==> src/rtl/seq_mult_ctrl_pkg.sv <==
// mult_pkg: widths and FSM state type shared by the sequential multiplier.
package mult_pkg;
  localparam int MPLR_W  = 16;
  localparam int MCAND_W = 9;
  localparam int PROD_W  = 25;
  localparam int CNT_W   = 4;
  typedef enum logic [1:0] {IDLE, RUN, DONE} mult_state_t;
endpackage

==> src/rtl/seq_mult_ctrl_ppg.sv <==
// partial_product_generator: gates the multiplier by one multiplicand bit.
module partial_product_generator
  import mult_pkg::*;
(
  input  logic [MPLR_W-1:0] multiplier,
  input  logic              mcand_bit,
  output logic [MPLR_W-1:0] pp
);
  assign pp = mcand_bit ? multiplier : '0;
endmodule

==> src/rtl/seq_mult_ctrl.sv <==
// seq_mult_ctrl: 16x9 shift-add multiplier, one multiplicand bit per cycle.
module seq_mult_ctrl
  import mult_pkg::*;
#(
  parameter bit ZERO_SKIP = 1'b1
) (
  input  logic               clk,
  input  logic               rst,
  input  logic               in_valid,
  output logic               in_ready,
  input  logic [MPLR_W-1:0]  multiplier,
  input  logic [MCAND_W-1:0] multiplicand,
  output logic               out_valid,
  input  logic               out_ready,
  output logic [PROD_W-1:0]  product,
  output logic               busy
);
  mult_state_t        state_q, state_d;
  logic [PROD_W-1:0]  acc_q, acc_d, acc_nx, product_q, product_d;
  logic [CNT_W-1:0]   cnt_q, cnt_d;
  logic [MPLR_W-1:0]  mplr_q, mplr_d, pp;
  logic [MCAND_W-1:0] mcand_q, mcand_d, rem;
  logic               in_ready_q, in_ready_d, out_valid_q, out_valid_d;
  logic               busy_q, busy_d, last;

  assign rem = mcand_q >> cnt_q;

  partial_product_generator u_ppg (
    .multiplier(mplr_q),
    .mcand_bit (rem[0]),
    .pp        (pp)
  );

  assign acc_nx = acc_q + (PROD_W'(pp) << cnt_q);
  // Early exit when no set bits remain above the one just processed.
  assign last = (cnt_q == CNT_W'(MCAND_W - 1)) || (ZERO_SKIP && rem[MCAND_W-1:1] == '0);

  always_comb begin
    state_d     = state_q;
    acc_d       = acc_q;
    cnt_d       = cnt_q;
    mplr_d      = mplr_q;
    mcand_d     = mcand_q;
    product_d   = product_q;
    in_ready_d  = in_ready_q;
    out_valid_d = out_valid_q;
    busy_d      = busy_q;
    unique case (state_q)
      IDLE: if (in_valid && in_ready_q) begin
        state_d    = RUN;
        mplr_d     = multiplier;
        mcand_d    = multiplicand;
        acc_d      = '0;
        cnt_d      = '0;
        in_ready_d = 1'b0;
        busy_d     = 1'b1;
      end
      RUN: begin
        acc_d = acc_nx;
        cnt_d = cnt_q + 1'b1;
        if (last) begin
          state_d     = DONE;
          product_d   = acc_nx;
          out_valid_d = 1'b1;
        end
      end
      DONE: if (out_ready) begin
        state_d     = IDLE;
        out_valid_d = 1'b0;
        in_ready_d  = 1'b1;
        busy_d      = 1'b0;
      end
      default: state_d = IDLE;
    endcase
  end

  always_ff @(posedge clk) begin
    if (rst) begin
      state_q     <= IDLE;
      acc_q       <= '0;
      cnt_q       <= '0;
      mplr_q      <= '0;
      mcand_q     <= '0;
      product_q   <= '0;
      in_ready_q  <= 1'b1;
      out_valid_q <= 1'b0;
      busy_q      <= 1'b0;
    end else begin
      state_q     <= state_d;
      acc_q       <= acc_d;
      cnt_q       <= cnt_d;
      mplr_q      <= mplr_d;
      mcand_q     <= mcand_d;
      product_q   <= product_d;
      in_ready_q  <= in_ready_d;
      out_valid_q <= out_valid_d;
      busy_q      <= busy_d;
    end
  end

  assign in_ready  = in_ready_q;
  assign out_valid = out_valid_q;
  assign product   = product_q;
  assign busy      = busy_q;
endmodule

==> config.mk <==
export PLATFORM = sky130hd
export DESIGN_NAME = seq_mult_ctrl
export DESIGN_NICKNAME = d
export VERILOG_FILES = /design/src/rtl/seq_mult_ctrl_pkg.sv /design/src/rtl/seq_mult_ctrl_ppg.sv /design/src/rtl/seq_mult_ctrl.sv
export SDC_FILE = /design/constraint.sdc
export NUM_CORES = 1
export LEC_CHECK = 0
export CORE_AREA = 3 3 141 143
export CTS_BUF_LIST = sky130_fd_sc_hd__clkbuf_8
export DETAILED_ROUTE_END_ITERATION = 8
export DIE_AREA = 0 0 144 146
export REMOVE_ABC_BUFFERS = 1
export SLEW_MARGIN = 10
export SYNTH_ARGS = -nofsm -noshare
export SYNTH_HDL_FRONTEND = slang
export SYNTH_SLANG_ARGS = --single-unit
==> constraint.sdc <==
create_clock -name clk -period 5 [get_ports clk]
set_input_delay 1 -clock clk [delete_from_list [all_inputs] [get_ports clk]]
set_output_delay 1 -clock clk [all_outputs]
set_load 0.1 [all_outputs]
Yosys cells after proc, flatten, opt, wreduce, memory -nomap -nowiden

Cells that the tools add are included.
W data, S select, Z words.

$add $sub $neg: 2
Equal/unequal tests: 6
Shifts and indexed selects: 2
Multiplexer cells: 17
Reduce and logical (&&, ||, !) cells: 13

Operator list:

| cell                  | count |
|---|---|
| $pmux W25 S2          | 1 |
| $add A25 B25 Y25      | 1 |
| $mux W25              | 1 |
| $shl A16 B4 Y25       | 1 |
| $mux W16              | 1 |
| $reduce_and A3 Y1     | 3 |
| $shr A9 B4 Y9         | 1 |
| $logic_not A8 Y1      | 1 |
| $pmux W4 S2           | 1 |
| $mux W2               | 3 |
| $ne A2 B2 Y1 const B  | 3 |
| $pmux W1 S2           | 3 |
| $pmux W2 S3           | 1 |
| $reduce_and A2 Y1     | 3 |
| $reduce_bool A2 Y1    | 3 |
| $mux W1               | 5 |
| $add A4 B1 Y4 const B | 1 |
| $eq A4 B4 Y1 const B  | 1 |
| $mux W4               | 1 |
| $eq A2 B1 Y1 const B  | 1 |
| $eq A2 B2 Y1 const B  | 1 |
| $logic_not A2 Y1      | 1 |
| $logic_and A1 B1 Y1   | 1 |
| $logic_or A1 B1 Y1    | 1 |

Register bits: 84
Bits of input ports: 29
Output and inout bits: 28
Word-level logic and storage cells: 49

Logic depth before layout (Yosys ltp)

Depth in word-level cells: 5
Mapped depth: 17

By module

A second synthesis with hierarchy kept.

Cell total of the unflattened synthesis: 667
Area, all modules: 5246.3 µm²

Modules (own cells, without submodules):

| module                    | times used | cells an instance | area an instance (µm²) | sequential area each (µm²) |
|---|---|---|---|---|
| seq_mult_ctrl             | 1          | 650               | 5119.9                 | 1681.6 |
| partial_product_generator | 1          | 17                | 126.4                  | 0.0 |

Worst setup path after synthesis

No wires, ideal clock.

Kind: reg-to-reg
Start: register cnt_q[0]
End: register product_q[22] (netlist: product[22])
Data arrival time: 3.496 ns
Path slack: 1.382 ns
Cell stages (with the launch flop): 17
Buffers on the path: 3
Cell sequence: dfxtp_1 buf_2 mux4_2 nand2_1 a21oi_1 a31oi_2 buf_2 a211oi_1 ha_1 buf_6 a21oi_4 o21ai_2 a311o_1 nor3_2 nor3b_4 mux2i_1 o22ai_2

Word-level cells in the longest chain between the ends: 4

RTL lines:

| item                                                  | line                                        | text |
|---|---|---|
| start: declaration                                    | seq_mult_ctrl.sv:20                         | `logic [CNT_W-1:0] cnt_q, cnt_d;` |
| start signal: assignment                              | seq_mult_ctrl.sv:91                         | `cnt_q <= cnt_d;` |
| $shr A9 B4 Y9                                         | seq_mult_ctrl.sv:26                         | `assign rem = mcand_q >> cnt_q;` |
| $mux W16 or $logic_not A8 Y1 (tied branches)          | seq_mult_ctrl_ppg.sv:9, seq_mult_ctrl.sv:36 |  |
| $shl A16 B4 Y25 or $logic_or A1 B1 Y1 (tied branches) | seq_mult_ctrl.sv:34, seq_mult_ctrl.sv:36    |  |
| $add A25 B25 Y25 or $reduce_and A2 Y1 (tied branches) | -                                           |  |
| end signal: assignment                                | seq_mult_ctrl.sv:94                         | `product_q <= product_d;` |
| end: declaration                                      | seq_mult_ctrl.sv:19                         | `logic [PROD_W-1:0] acc_q, acc_d, acc_nx, product_q, product_d;` |

Several ways; a longest one is shown, not always the timed one.
A chain may end at the register's enable or synchronous reset.

Worst setup path in the final report

Start: register cnt_q[0]
End: register acc_q[21]

Word-level cells in the longest chain between the ends: 5

RTL lines:

| item                   | line                   | text |
|---|---|---|
| $shr A9 B4 Y9          | seq_mult_ctrl.sv:26    |  |
| $mux W16               | seq_mult_ctrl_ppg.sv:9 | `assign pp = mcand_bit ? multiplier : '0;` |
| $shl A16 B4 Y25 (*)    | seq_mult_ctrl.sv:34    | `assign acc_nx = acc_q + (PROD_W'(pp) << cnt_q);` |
| $add A25 B25 Y25 (*)   | seq_mult_ctrl.sv:34    |  |
| $pmux W25 S2 (*)       | seq_mult_ctrl.sv:48    | `unique case (state_q)` |
| end signal: assignment | seq_mult_ctrl.sv:80    | `acc_q <= '0;` |
| end signal: assignment | seq_mult_ctrl.sv:90    | `acc_q <= acc_d;` |
| end: declaration       | seq_mult_ctrl.sv:19    |  |

Every way passes the cells marked *; elsewhere a longest branch is shown, timed or not.

==> impl_metrics.yaml <==
status:
  outcome: "finished, final reports clean"
detailed_routing:
  routed_wirelength_um: 14800
  detailedRoute.firstPassIterationCount: 5
  first_iter_violations: 295
  viasPerCell: 5.14
  final_antenna_net_count: 0
  num_vias: 5030
  dr_wl_cell_um: 15.2
  drcViolationCount: 0
worst_setup_path:
  critPathRequiredTime_ns: 5.28
  worst_setup_path_end_kind: "register"
  worstSetupPathType: "reg2reg"
  worst_r2r_endpoint: "acc_q[21]"
  regToRegStartpoint: "cnt_q[0]"
  timing.critical_path.fanout_max: 19
  worst_setup_path_start_kind: "register"
  r2r.worst_path.cells: 16
  critPathArrivalTime_ns: 4.43
  r2r_setup_slk_ns: 0.85
worst_hold_path:
  timing.hold.worst_endpoint: "product[16]"
  worst_hold_path.num_cells: 2
  worst_hold_path_type: "reg2reg"
  hold_start: "product[16]"
cts:
  tritoncts_clock_tree: "yes"
  clockBufferDepth: 2
  clockRootBuffer: "sky130_fd_sc_hd__clkbuf_8"
  worstSkewPairLatency_ns: 0.38
  htreeDepth: 3
  cts.reportedPaths.clkPinSlew_ns: 0.08
  cts-buffers-inserted: 9
  cts_hold_repair.buffers: 0
  clock_sink_count: 84
  number_of_post_cts_setup_repair_buffers: 0
  postCtsResizedCells: 0
floorplanning:
  dieWidth_um: 144
  coreArea_um2: 18700
  fp.dieArea_um2: 21000
  rows: 50
  die-height_um: 146
  io_pins: 57
  effective_utilization_at_floorplan_pct: 29.8
logic_synthesis:
  yosysMostFrequentCell: "sky130_fd_sc_hd__nand2_1"
  synthFlopType: "sky130_fd_sc_hd__dfxtp_1"
  synthArstFlopShare_pct: 0
  yosys.area.top_type_share_pct: 30.1
  synth_enable_flop_cells: 0
  post-synth-top-area-cell: "sky130_fd_sc_hd__dfxtp_1"
  netlist_instances: 709
  cell_types_with_the_largest_area_share_after_synthesis: "sky130_fd_sc_hd__dfxtp_1 (30%), sky130_fd_sc_hd__nand2_1 (8.7%), sky130_fd_sc_hd__a21oi_1 (8.2%)"
  synth-seq-area-share_pct: 30.1
  synth.yosys.warnings: 0
  yosys-top-cells-count: "sky130_fd_sc_hd__nand2_1 (129), sky130_fd_sc_hd__a21oi_1 (91), sky130_fd_sc_hd__dfxtp_1 (84), sky130_fd_sc_hd__nor2_1 (59), sky130_fd_sc_hd__ha_1 (27)"
  synthesis.area_um2: 5580
  netlist-cell-type-count: 75
  synth.avg_cell_area_um2: 7.87
  seq_cells_post_synth: 84
cells_and_area:
  antenna_cells: 0
  nets: 799
  final.fill_count: 1988
  drive_above_1_share_pct: 9.26
  finalInstanceArea_um2: 6450
  areaGrowthSynthToFinish_pct: 15.5
global_route:
  grt_first_pass_wirelength_um: 24900
  global_route.usage.total_pct: 14.6
  antenna_found_initial: 0
  number_of_global_route_vias_before_repair: 4943
  grt_start_max_net_pins: 40
  globalRoute.totalOverflow: 0
power_and_ir_drop:
  power.ir.vdd_worst_mv: 0.152
  comb_power_share_pct: 23.5
  cell_internal_power_dissipation_uw: 1000
  clock_power_share_pct: 28.3
  total_switching_power_uw: 503
  power.leakage_nw: 2.46
  part_of_the_power_in_registers_pct: 48.2
  power_per_cell_area_nw_per_um2: 233
  power.switching_fraction_pct: 33.5
sta:
  timing.final.max_slew_violations: 0
  final_worst_path_period_need_ns: 4.15
  finalClockSkew_ns: 0.00822
  hold_viol: 0
  max_freq_mhz: 241
  final_period_util_pct: 83.1
  worst_slew_margin_rel_pct: 23.2
  tightest_slew_ns: 1.15
  report.final.setup_viol: 0
  grt_setup_unrepaired: "false"
  final.setup.tns_ns: 0
place:
  buffer_ports.inserted: 56
  globalplace.congestion: 0.845
  dp.final_hpwl_um: 11000
  postPlaceCellArea_um2: 6290
job:
  drv_cap: 0
worst max-delay path, stage by stage (launching register included):
cell	delay, ns
sky130_fd_sc_hd__dfxtp_1	0.37
sky130_fd_sc_hd__buf_4	0.25
sky130_fd_sc_hd__mux4_2	0.55
sky130_fd_sc_hd__nand2_1	0.09
sky130_fd_sc_hd__a21oi_1	0.08
sky130_fd_sc_hd__a31oi_2	0.17
sky130_fd_sc_hd__buf_4	0.23
sky130_fd_sc_hd__nand2b_1	0.14
sky130_fd_sc_hd__nor2_1	0.05
sky130_fd_sc_hd__ha_1	0.36
sky130_fd_sc_hd__a21o_1	0.20
sky130_fd_sc_hd__a211oi_1	0.31
sky130_fd_sc_hd__nor2_1	0.08
sky130_fd_sc_hd__o211ai_1	0.33
sky130_fd_sc_hd__nand3_1	0.25
sky130_fd_sc_hd__o21ai_0	0.24
sky130_fd_sc_hd__mux2_2	0.35
cell families after synthesis:
family / count (synthesis) / synth area share (%)
mux: 35 / 7.80
compound gates: 205 / 24.4
xor+xnor: 20 / 3.14
fa+ha+maj: 28 / 6.41
flops: 84 / 30.1
simple gates: 278 / 23.0
buf+inv: 59 / 5.18
sequential cells by signal, summed over array words and instances, names as in the netlist:
register / flops
in_ready: 1
acc_q: 25
busy: 1
state_q: 2
out_valid: 1
product: 25
mplr_q: 16
cnt_q: 4
mcand_q: 9
how the worst max path moves through the flow:
stage             start  slack [ns]          end  cells after the start
3_3_place_gp   cnt_q[0]        0.97    acc_q[21]                     16
4_1_cts        cnt_q[0]        0.88    acc_q[21]                     16
5_1_grt        cnt_q[0]        0.53    acc_q[21]                     16
2_1_floorplan  cnt_q[0]        0.56  product[22]                     14
3_5_place_dp   cnt_q[0]        0.88    acc_q[21]                     16
6_report       cnt_q[0]        0.85    acc_q[21]                     16
stage by stage:
| stage | hold slack, ns | std cells | worst slack [ns] | utilization (%) | total power, mW |
|---|---|---|---|---|---|
| after floorplan | 0.427 | 661 | 0.558 | - | 0.967 |
| after global placement | 0.444 | 965 | 0.968 | 33.6 | 1.09 |
| after detailed placement | 0.448 | 965 | 0.878 | 33.6 | 1.09 |
| after CTS | 0.458 | 979 | 0.877 | 34.5 | 1.52 |
| after global routing | 0.483 | 979 | 0.532 | 34.5 | 1.58 |
| final | 0.456 | 979 | 0.846 | 34.5 | 1.50 |
final cells by class:
cell class	instances	area [um2]	share of cell area (%)
clock buffers	10	138	2.13
clock inverters	4	18.8	0.291
inverters	11	41.3	0.640
multi-input cells	566	3610	56.1
flip-flops and latches	84	1680	26.1
well taps	234	293	4.54
repair buffers	70	661	10.2
power by group through the flow:
stage                     clock network [mW]  logic, mW  registers (mW)
after CTS                              0.442      0.356           0.724
final                                  0.425      0.353           0.724
after global routing                   0.463      0.389           0.729
after detailed placement                   0      0.355           0.740
after floorplan                            0      0.179           0.788
after global placement                     0      0.353           0.740
cells in the final DEF (no fill, tap or decap), drive strengths merged, types with 3 or more instances in the layout:
master,n
nand2,129
a21oi,95
dfxtp,84
nor2,62
clkdlybuf4s50,55
ha,27
o21ai,24
nand3,23
mux2i,21
buf,15
a211oi,14
a21o,13
inv,12
nand2b,12
xnor2,11
a22o,11
nor3,11
clkbuf,10
xor2,9
mux2,8
nor2b,8
and3,7
mux4,6
o211ai,6
o21bai,6
and2,6
o21a,5
or3,5
a31oi,5
a22oi,4
nand4,4
clkinv,3
or2,3
a221oi,3
routing by layer:
layer / GRT usage, % / share of wire [%] / up-vias
met5: 0 / 0 / -
met1: 20.5 / 50 / 2333
met2: 22.4 / 45 / 94
met4: 4.10 / 1.6 / 0
li1: - / - / 2585
met3: 3.15 / 3.7 / 18
(Power assumes the default switching activity.)
